`src/rtl/dht11_pkg.sv`:
```
// Shared DHT11 definitions: receiver state encoding, frame geometry, default timing
// constants (also used by the start-signal sequencer) and the frame checksum.
package dht11_pkg;

    typedef enum logic [2:0] {
        ST_IDLE,
        ST_WAIT_LOW,
        ST_LOW,
        ST_HIGH,
        ST_CHECK
    } dht11_state_e;

    localparam int unsigned DHT11_FRAME_BITS    = 40;
    localparam int unsigned DHT11_BIT_THRESHOLD = 50;
    localparam int unsigned DHT11_TIMEOUT       = 200;
    localparam int unsigned DHT11_START_LOW     = 18000;
    localparam int unsigned DHT11_RESPONSE_LVL  = 80;

    // Payload bytes in wire order (first byte received is the MSB).
    typedef struct packed {
        logic [7:0] hum_int;
        logic [7:0] hum_dec;
        logic [7:0] temp_int;
        logic [7:0] temp_dec;
    } dht11_reading_t;

    // 8-bit wrapping sum of the four payload bytes.
    function automatic logic [7:0] dht11_checksum(input logic [31:0] payload);
        dht11_checksum = payload[31:24] + payload[23:16] + payload[15:8] + payload[7:0];
    endfunction

endpackage

```
`src/rtl/dht11_line_sync.sv`:
```
// Brings the asynchronous DHT11 data line into the clock domain and flags its edges.
// Flops reset high (the line idles high on its pull-up) so reset release creates no edge.
module dht11_line_sync (
    input  logic clk_i,
    input  logic rst_ni,
    input  logic line_i,
    output logic line_o,
    output logic rise_o,
    output logic fall_o
);

    logic sync1_q;
    logic sync2_q;
    logic prev_q;

    always_ff @(posedge clk_i or negedge rst_ni) begin
        if (!rst_ni) begin
            sync1_q <= 1'b1;
            sync2_q <= 1'b1;
            prev_q  <= 1'b1;
        end else begin
            sync1_q <= line_i;
            sync2_q <= sync1_q;
            prev_q  <= sync2_q;
        end
    end

    assign line_o = sync2_q;
    assign rise_o = sync2_q & ~prev_q;
    assign fall_o = ~sync2_q & prev_q;

endmodule

```
`src/rtl/dht11_receiver.sv`:
```
// DHT11 40-bit frame decoder: measures each bit's high-pulse width, assembles the frame
// MSB-first, verifies the checksum and presents the reading with one-cycle status strobes.
module dht11_receiver
    import dht11_pkg::*;
#(
    parameter int unsigned BIT_THRESHOLD = DHT11_BIT_THRESHOLD,
    parameter int unsigned TIMEOUT       = DHT11_TIMEOUT
) (
    input  logic       clk_i,
    input  logic       rst_ni,
    input  logic       start_i,
    input  logic       dht_in_i,
    output logic [7:0] humidity_int_o,
    output logic [7:0] humidity_dec_o,
    output logic [7:0] temp_int_o,
    output logic [7:0] temp_dec_o,
    output logic       data_valid_o,
    output logic       checksum_err_o,
    output logic       timeout_err_o,
    output logic       busy_o
);

    localparam int unsigned CNT_W     = $clog2(TIMEOUT + 1);
    localparam int unsigned BIT_CNT_W = $clog2(DHT11_FRAME_BITS);
    localparam logic [CNT_W-1:0]     CNT_MAX  = CNT_W'(TIMEOUT);
    localparam logic [BIT_CNT_W-1:0] LAST_BIT = BIT_CNT_W'(DHT11_FRAME_BITS - 1);

    logic line_unused_c;
    logic rise_c;
    logic fall_c;

    dht11_line_sync u_line_sync (
        .clk_i  (clk_i),
        .rst_ni (rst_ni),
        .line_i (dht_in_i),
        .line_o (line_unused_c),
        .rise_o (rise_c),
        .fall_o (fall_c)
    );

    dht11_state_e                state_q;
    logic                        start_q;
    logic [CNT_W-1:0]            cnt_q;
    logic [BIT_CNT_W-1:0]        bit_cnt_q;
    logic [DHT11_FRAME_BITS-1:0] shift_q;
    dht11_reading_t              reading_q;
    logic                        data_valid_q;
    logic                        checksum_err_q;
    logic                        timeout_err_q;
    logic                        busy_q;

    logic                        start_rise_c;
    logic [CNT_W-1:0]            cnt_inc_c;
    logic [CNT_W:0]              hi_width_c;
    logic                        bit_c;
    logic [DHT11_FRAME_BITS-1:0] frame_c;
    logic                        frame_ok_c;

    assign start_rise_c = start_i & ~start_q;
    assign cnt_inc_c    = (cnt_q == CNT_MAX) ? cnt_q : cnt_q + CNT_W'(1);

    // The falling-edge cycle itself is part of the high phase, hence the +1.
    assign hi_width_c = {1'b0, cnt_q} + (CNT_W + 1)'(1);
    assign bit_c      = hi_width_c > (CNT_W + 1)'(BIT_THRESHOLD);
    assign frame_c    = {shift_q[DHT11_FRAME_BITS-2:0], bit_c};
    assign frame_ok_c = frame_c[7:0] == dht11_checksum(frame_c[DHT11_FRAME_BITS-1:8]);

    // Frame FSM; the verdict is registered on the 40th falling edge so the status strobe
    // and the output update coincide with the single CHECK cycle.
    always_ff @(posedge clk_i or negedge rst_ni) begin
        if (!rst_ni) begin
            state_q        <= ST_IDLE;
            start_q        <= 1'b0;
            cnt_q          <= '0;
            bit_cnt_q      <= '0;
            shift_q        <= '0;
            reading_q      <= '0;
            data_valid_q   <= 1'b0;
            checksum_err_q <= 1'b0;
            timeout_err_q  <= 1'b0;
            busy_q         <= 1'b0;
        end else begin
            start_q        <= start_i;
            data_valid_q   <= 1'b0;
            checksum_err_q <= 1'b0;
            timeout_err_q  <= 1'b0;

            case (state_q)
                ST_IDLE: begin
                    busy_q    <= 1'b0;
                    cnt_q     <= '0;
                    bit_cnt_q <= '0;
                    shift_q   <= '0;
                    if (start_rise_c) begin
                        state_q <= ST_WAIT_LOW;
                        busy_q  <= 1'b1;
                    end
                end

                ST_WAIT_LOW, ST_LOW: begin
                    if ((state_q == ST_WAIT_LOW) ? fall_c : rise_c) begin
                        cnt_q   <= '0;
                        state_q <= (state_q == ST_WAIT_LOW) ? ST_LOW : ST_HIGH;
                    end else if (cnt_q == CNT_MAX) begin
                        state_q       <= ST_IDLE;
                        busy_q        <= 1'b0;
                        timeout_err_q <= 1'b1;
                    end else begin
                        cnt_q <= cnt_inc_c;
                    end
                end

                ST_HIGH: begin
                    if (fall_c) begin
                        shift_q   <= frame_c;
                        bit_cnt_q <= bit_cnt_q + BIT_CNT_W'(1);
                        cnt_q     <= '0;
                        if (bit_cnt_q == LAST_BIT) begin
                            state_q <= ST_CHECK;
                            if (frame_ok_c) begin
                                reading_q    <= dht11_reading_t'(frame_c[DHT11_FRAME_BITS-1:8]);
                                data_valid_q <= 1'b1;
                            end else begin
                                checksum_err_q <= 1'b1;
                            end
                        end else begin
                            state_q <= ST_LOW;
                        end
                    end else if (cnt_q == CNT_MAX) begin
                        state_q       <= ST_IDLE;
                        busy_q        <= 1'b0;
                        timeout_err_q <= 1'b1;
                    end else begin
                        cnt_q <= cnt_inc_c;
                    end
                end

                ST_CHECK: begin
                    state_q <= ST_IDLE;
                    busy_q  <= 1'b0;
                end

                default: begin
                    state_q <= ST_IDLE;
                    busy_q  <= 1'b0;
                end
            endcase
        end
    end

    assign humidity_int_o = reading_q.hum_int;
    assign humidity_dec_o = reading_q.hum_dec;
    assign temp_int_o     = reading_q.temp_int;
    assign temp_dec_o     = reading_q.temp_dec;
    assign data_valid_o   = data_valid_q;
    assign checksum_err_o = checksum_err_q;
    assign timeout_err_o  = timeout_err_q;
    assign busy_o         = busy_q;

endmodule

```
`config.mk`:
```
export PLATFORM = sky130hd
export DESIGN_NAME = dht11_receiver
export DESIGN_NICKNAME = d
export VERILOG_FILES = /design/src/rtl/dht11_pkg.sv /design/src/rtl/dht11_line_sync.sv /design/src/rtl/dht11_receiver.sv
export SDC_FILE = /design/constraint.sdc
export NUM_CORES = 1
export LEC_CHECK = 0
export ABC_AREA = 1
export CAP_MARGIN = 20
export CORE_UTILIZATION = 35
export DETAILED_ROUTE_END_ITERATION = 12
export GPL_ROUTABILITY_DRIVEN = 0
export GPL_TIMING_DRIVEN = 0
export HOLD_SLACK_MARGIN = 0.02
export PLACE_DENSITY = 0.6
export SYNTH_ARGS = -nofsm -noshare
export SYNTH_HDL_FRONTEND = slang
export SYNTH_SLANG_ARGS = --single-unit
export TNS_END_PERCENT = 5
```
`constraint.sdc`:
```
create_clock -name clk_i -period 5.1 [get_ports clk_i]
set_input_delay 1.53 -clock clk_i [delete_from_list [all_inputs] [get_ports clk_i]]
set_output_delay 1.53 -clock clk_i [all_outputs]
set_load 0.005 [all_outputs]
```
; ---- Yosys cells after proc, flatten, opt, wreduce, memory -nomap -nowiden
; Cells that the tools add are included.
[word_totals]
register_bits = 96
latchBits = 0
ramBits = 0
romBits = 0
memories = 0
[classes]
magnitude_cmp = 1
mux = 33
bitwise = 6
n_shift = 0
n_addsub = 6
n_eq_ne = 10
div_mod_pow = 0
n_mul = 0
reduce_logical = 7
[ops]
columns = cell, count
row1 = one-hot mux 39 bit (2 select lines), 1
row2 = two-way mux 39 bit, 1
row3 = adder 8 bit, 3
row4 = two-way mux 8 bit, 3
row5 = one-hot mux 8 bit (3 select lines), 1
row6 = two-way mux 1 bit, 17
row7 = two-way mux 3 bit, 5
row8 = one-hot mux 6 bit (2 select lines), 1
row9 = adder 8 x 1 -> 9 bit (second input constant), 1
row10 = > comparator 9 x 6 -> 1 bit (second input constant), 1
row11 = one-hot mux 3 bit (3 select lines), 1
row12 = adder 8 x 1 -> 8 bit (second input constant), 1
row13 = equality test 8 bit, 1
row14 = equality test 8 bit (second input constant), 1
row15 = != test 2 bit (second input constant), 4
row16 = adder 6 x 1 -> 6 bit (second input constant), 1
row17 = equality test 3 x 2 -> 1 bit (second input constant), 2
row18 = equality test 6 bit (second input constant), 1
row19 = two-way mux 6 bit, 1
row20 = AND reduction 2 bit, 2
row21 = AND reduction 4 bit, 1
row22 = AND 1 bit, 3
row23 = equality test 3 x 1 -> 1 bit (second input constant), 1
row24 = logical NOT 3 bit, 1
row25 = other kinds (6), 8

; ---- Depth between registers and ports, before layout
[depth]
ltp_word = 8
ltp_mapped = 18
mapped_depth_nobuf = 17

; ---- By module
; A second synthesis with hierarchy kept.
[unflattened]
cells_unflattened = 542
area_unflattened_um2 = 4829.6
[modules_own_cells]
columns = module, cells_per_inst, area_per_inst_um2, n_inst
row1 = dht11_receiver, 535, 4735.8, 1
row2 = dht11_line_sync, 7, 93.8, 1

; ---- Worst setup path before layout
; Ideal clock, no wire load.
[synth_timing]
path_kind = flip-flop to flip-flop
startpoint = reg shift_q[8]
endpoint = reg reading_q, in the netlist humidity_dec_o[4]
path_buffers = 1
required_time_ps = 4983
setup_ps = 117
arrival_ps = 3243
stages_incl_launch_ff = 19
setup_slack_ps = 1740
period_less_slack_ps = 3360
path_cell_list = dfrtp_1 fa_1 inv_1 fa_1 inv_1 ha_1 fa_1 xor2_1 nand2_1 nand2_1 nor2_1 nand2_1 nor2_1 nand2_1 nor2_8 nand3_4 buf_6 nand2_1 nand2_1
[synth_between]
elab_chain_len = 3
[synth_rtl]
columns = element, line
row1 = start: declaration, dht11_receiver.sv:45  ; logic [DHT11_FRAME_BITS-1:0] shift_q;
row2 = start signal: assignment, dht11_receiver.sv:115  ; shift_q <= frame_c;
row3 = adder 8 bit, dht11_pkg.sv:29  ; dht11_checksum = payload[31:24] + payload[23:16] + payload[15:8] + payload[7:0];
row4 = equality test 8 bit, dht11_receiver.sv:66  ; assign frame_ok_c = frame_c[7:0] == dht11_checksum(frame_c[DHT11_FRAME_BITS-1:8]);
row5 = AND reduction 4 bit (no source line), n/a
row6 = end signal: assignment, dht11_receiver.sv:121  ; reading_q <= dht11_reading_t'(frame_c[DHT11_FRAME_BITS-1:8]);
row7 = end: declaration, dht11_receiver.sv:46  ; dht11_reading_t reading_q;
; No other way between the ends.
; A chain may end at the register's enable or synchronous reset.

; ---- Final worst setup path
[layout_timing]
startpoint = reg shift_q[8]
endpoint = reg reading_q, in the netlist humidity_int_o[6]
; The elaborated chain is that of the path after synthesis.

==> flow_metrics.py <==
metrics = {
    "placement": {
        "pre_cts_ws_ns": 1.37,
        "numPortBuffers": 39,
        "post-dp-hpwl_um": 7990,
    },
    "synthesis": {
        "yosys.area_share.simple": 0.227,
        "synth.mux.area_fraction": 0,
        "synth_fa_ha_area_frac": 0.0853,
        "avgSynthCellArea_um2": 9.04,
        "syn_nets": 571,
        "async_flop_share": 1.00,
        "synthTopCellsByArea": "dfrtp_1, nand2_1, inv_1",
        "synthCells": 542,
        "ys_seq_area_frac": 0.491,
        "ys.flop_type": "dfrtp_1",
        "synth_top_cell_by_area": "dfrtp_1",
        "synth.distinct_cells": 41,
        "synth_compound_area_frac": 0.0884,
        "synth-seq-cells": 96,
        "synthXorXnorAreaFrac": 0.0225,
        "yosys_warnings": 0,
        "syn_area_um2": 4900,
        "synth_top_family_by_area": "simple AND/OR/NAND/NOR gates",
        "synth.top_cell.area_share": 0.475,
        "synth_edf_count": 0,
    },
    "floorplanning": {
        "ios": 40,
        "die_h_um": 120,
        "dieWidth_um": 120,
        "start_util": 0.364,
        "dieArea_um2": 14500,
        "core-area_um2": 13500,
        "rows": 42,
    },
    "timing": {
        "rsz0062_at_grt": "false",
        "fmax_mhz": 269,
        "layout_worst_path_cycle_share": 0.729,
        "setup_viol": 0,
        "worst_pin_slew_ns": 0.613,
        "fin_ws_ns": 1.38,
        "hold_viol_final": 0,
        "fin_skew_ns": 0.00496,
        "drv_slew": 0,
        "min_period_ns": 3.72,
        "slew_headroom": 0.591,
    },
    "clock_tree": {
        "post-cts-setup-buffers": 0,
        "numCtsBuffers": 9,
        "cts_resized": 0,
        "clock_path_buffers": 2,
        "htreeDepth": 3,
        "cts_tree": "yes",
        "clk_latency_ns": 0.35,
        "root_buffer": "clkbuf_16",
        "cts.sinks": 96,
        "clk_pin_slew_ns": 0.06,
        "cts_hold_buf": 0,
    },
    "power": {
        "irDropWorstVdd_mv": 0.159,
        "pwr-share-comb": 0.178,
        "finalPower_uw": 1800,
        "p_leak_uw": 0.00283,
        "power.share.clock": 0.370,
        "swShare": 0.296,
        "seq_power_share": 0.452,
        "power_density_nw_per_um2": 309,
        "internal_power_uw": 1270,
        "power_switching_uw": 533,
    },
    "critical_path": {
        "reg2regPathDepth": 18,
        "endpoint_kind": "register",
        "start_kind": "register",
        "arrival_ns": 3.96,
        "r2r_slack_ns": 1.38,
        "critPathRequiredTime_ns": 5.34,
        "r2r_start": "shift_q[8]$_DFFE_PN0P_",
        "critPathMaxFanout": 10,
        "timing.rr.end": "humidity_int_o[6]$_DFFE_PN0P_",
        "crit_type": "reg -> reg",
    },
    "outcome": {
        "status": "completed",
    },
    "global_routing": {
        "grt_pass1_wl_um": 18100,
        "antenna_found_initial": 0,
        "grt_pass1_vias": 3665,
        "grt_max_degree": 51,
        "grt-ovfl-total": 0,
        "grt_use_total": 0.162,
    },
    "detailed_routing": {
        "wl_um": 10600,
        "drtIter0Drc": 225,
        "drcViolationCount": 0,
        "wl_per_cell_um": 13.7,
        "viasPerCell": 4.90,
        "first_pass_iters": 5,
        "ant_nets": 0,
        "vias": 3785,
    },
    "layout": {
        "drive_gt1_frac": 0.0821,
        "area_delta_synth_final_pct": 18.9,
        "antennaDiodeCount": 0,
        "final_nets": 622,
        "fill_cells": 1327,
    },
    "hold_path": {
        "min_path_type": "reg -> reg",
        "min_delay_path_depth": 0,
        "hp-start": "u_line_sync.sync1_q$_DFF_PN1_",
        "holdPathEnd": "u_line_sync.line_o$_DFF_PN1_",
    },
    "job": {
        "maxCapViolations": 0,
    },
}
-- cell usage in the layout (no fill, tap or decap), types with 11 or more instances in the layout --
cell type and count:
ha_1 11, nand2_1 131, buf_2 11, clkdlybuf4s50_1 38
nand4_1 37, fa_1 14, o22ai_1 27, nand3_1 25
dfrtp_1 93, inv_1 76, a21oi_1 14, o21ai_0 20
nor2_1 18
-- worst max path at each step --
stage / from / to / slack, ns / depth (start not counted)
after CTS: shift_q[8]$_DFFE_PN0P_ / temp_int_o[7]$_DFFE_PN0P_ / 1.35 / 17
after floorplan: shift_q[8]$_DFFE_PN0P_ / humidity_dec_o[4]$_DFFE_PN0P_ / 1.74 / 18
after detailed placement: shift_q[8]$_DFFE_PN0P_ / temp_int_o[7]$_DFFE_PN0P_ / 1.37 / 17
after global routing: shift_q[8]$_DFFE_PN0P_ / temp_int_o[7]$_DFFE_PN0P_ / 1.12 / 18
after global placement: rst_ni / shift_q[9]$_DFFE_PN0P_ / -0.99 / 1
final: shift_q[8]$_DFFE_PN0P_ / humidity_int_o[6]$_DFFE_PN0P_ / 1.38 / 18
-- worst max-delay path, stage by stage, from the launching register on --
cell	delay, ns
dfrtp_1	0.42
fa_1	0.55
inv_1	0.06
fa_1	0.51
inv_1	0.04
ha_1	0.24
fa_1	0.46
xor2_1	0.19
nand2_1	0.06
nand2_1	0.04
nor2_1	0.09
nand2_1	0.07
nor2_1	0.09
nand2_1	0.14
nor2_8	0.21
nand3_4	0.14
buf_6	0.18
nand2_1	0.06
nand2_1	0.05
-- through the flow --
| step | util | hold WS (ns) | TNS (ns) | std cells | area (um2) |
|---|---|---|---|---|---|
| 2_1_floorplan | - | 0.345 | 0 | 542 | 4900 |
| 3_3_place_gp | 0.410 | 0.346 | -91.47 | 757 | 5510 |
| 3_5_place_dp | 0.411 | 0.348 | 0 | 758 | 5530 |
| 4_1_cts | 0.433 | 0.357 | 0 | 773 | 5820 |
| 5_1_grt | 0.433 | 0.364 | 0 | 773 | 5820 |
| 6_report | 0.433 | 0.355 | 0 | 773 | 5820 |
-- final cells by class --
cell class              instances  area [um2]  share of cell area
flip-flops and latches         96        2410               0.413
well taps                     176         220              0.0378
plain buffers                  23         130              0.0223
clock inverters                 3        42.5             0.00731
clock buffers                  12         246              0.0423
repair buffers                 40         415              0.0713
multi-input cells             346        2070               0.356
inverters                      77         289              0.0496
-- per-layer routing --
| layer | GRT usage | wire, um |
|---|---|---|
| met1 | 0.224 | 5200 |
| met2 | 0.249 | 4800 |
| met5 | 0 | 0 |
| met4 | 0.0810 | 229 |
| met3 | 0.0241 | 393 |
-- power by group through the flow --
| stage | Clock, uW | Sequential [uW] | Combinational [uW] |
|---|---|---|---|
| 3_5_place_dp | 0 | 828 | 317 |
| 3_3_place_gp | 0 | 827 | 308 |
| 4_1_cts | 685 | 814 | 321 |
| 2_1_floorplan | 0 | 822 | 215 |
| 5_1_grt | 718 | 818 | 364 |
| 6_report | 666 | 815 | 320 |
-- state kept, by name, summed over array words and instances, names as in the netlist --
signal and count:
u_line_sync.prev_q 1, checksum_err_o 1, timeout_err_o 1, u_line_sync.sync1_q 1, cnt_q 8, start_q 1
u_line_sync.line_o 1, busy_o 1, data_valid_o 1, shift_q 39, humidity_dec_o 8, humidity_int_o 8
temp_int_o 8, state_q 3, temp_dec_o 8, bit_cnt_q 6
-- cells in the mapped netlist, drive strengths merged, types with 2 or more instances --
| cell | number |
|---|---|
| buf | 16 |
| nand4 | 37 |
| nand3b | 3 |
| dfstp | 3 |
| nand3 | 29 |
| or2 | 3 |
| ha | 11 |
| o21ai | 23 |
| nand2 | 133 |
| xor2 | 4 |
| dfrtp | 93 |
| and3 | 2 |
| inv | 77 |
| fa | 14 |
| xnor2 | 6 |
| a21oi | 16 |
| nor3 | 4 |
| o22ai | 27 |
| nor2 | 24 |
| o31ai | 3 |
| clkbuf | 7 |
-- cells by family after synthesis --
logic type               Yosys count
adder cells (fa/ha/maj)           25
XOR/XNOR                          11
AO/OA/AOI/OAI                     74
AND/OR/NAND/NOR                  236
buffers and inverters            100
flip-flops                        96
No activity file was read; power rests on OpenSTA's default activity.
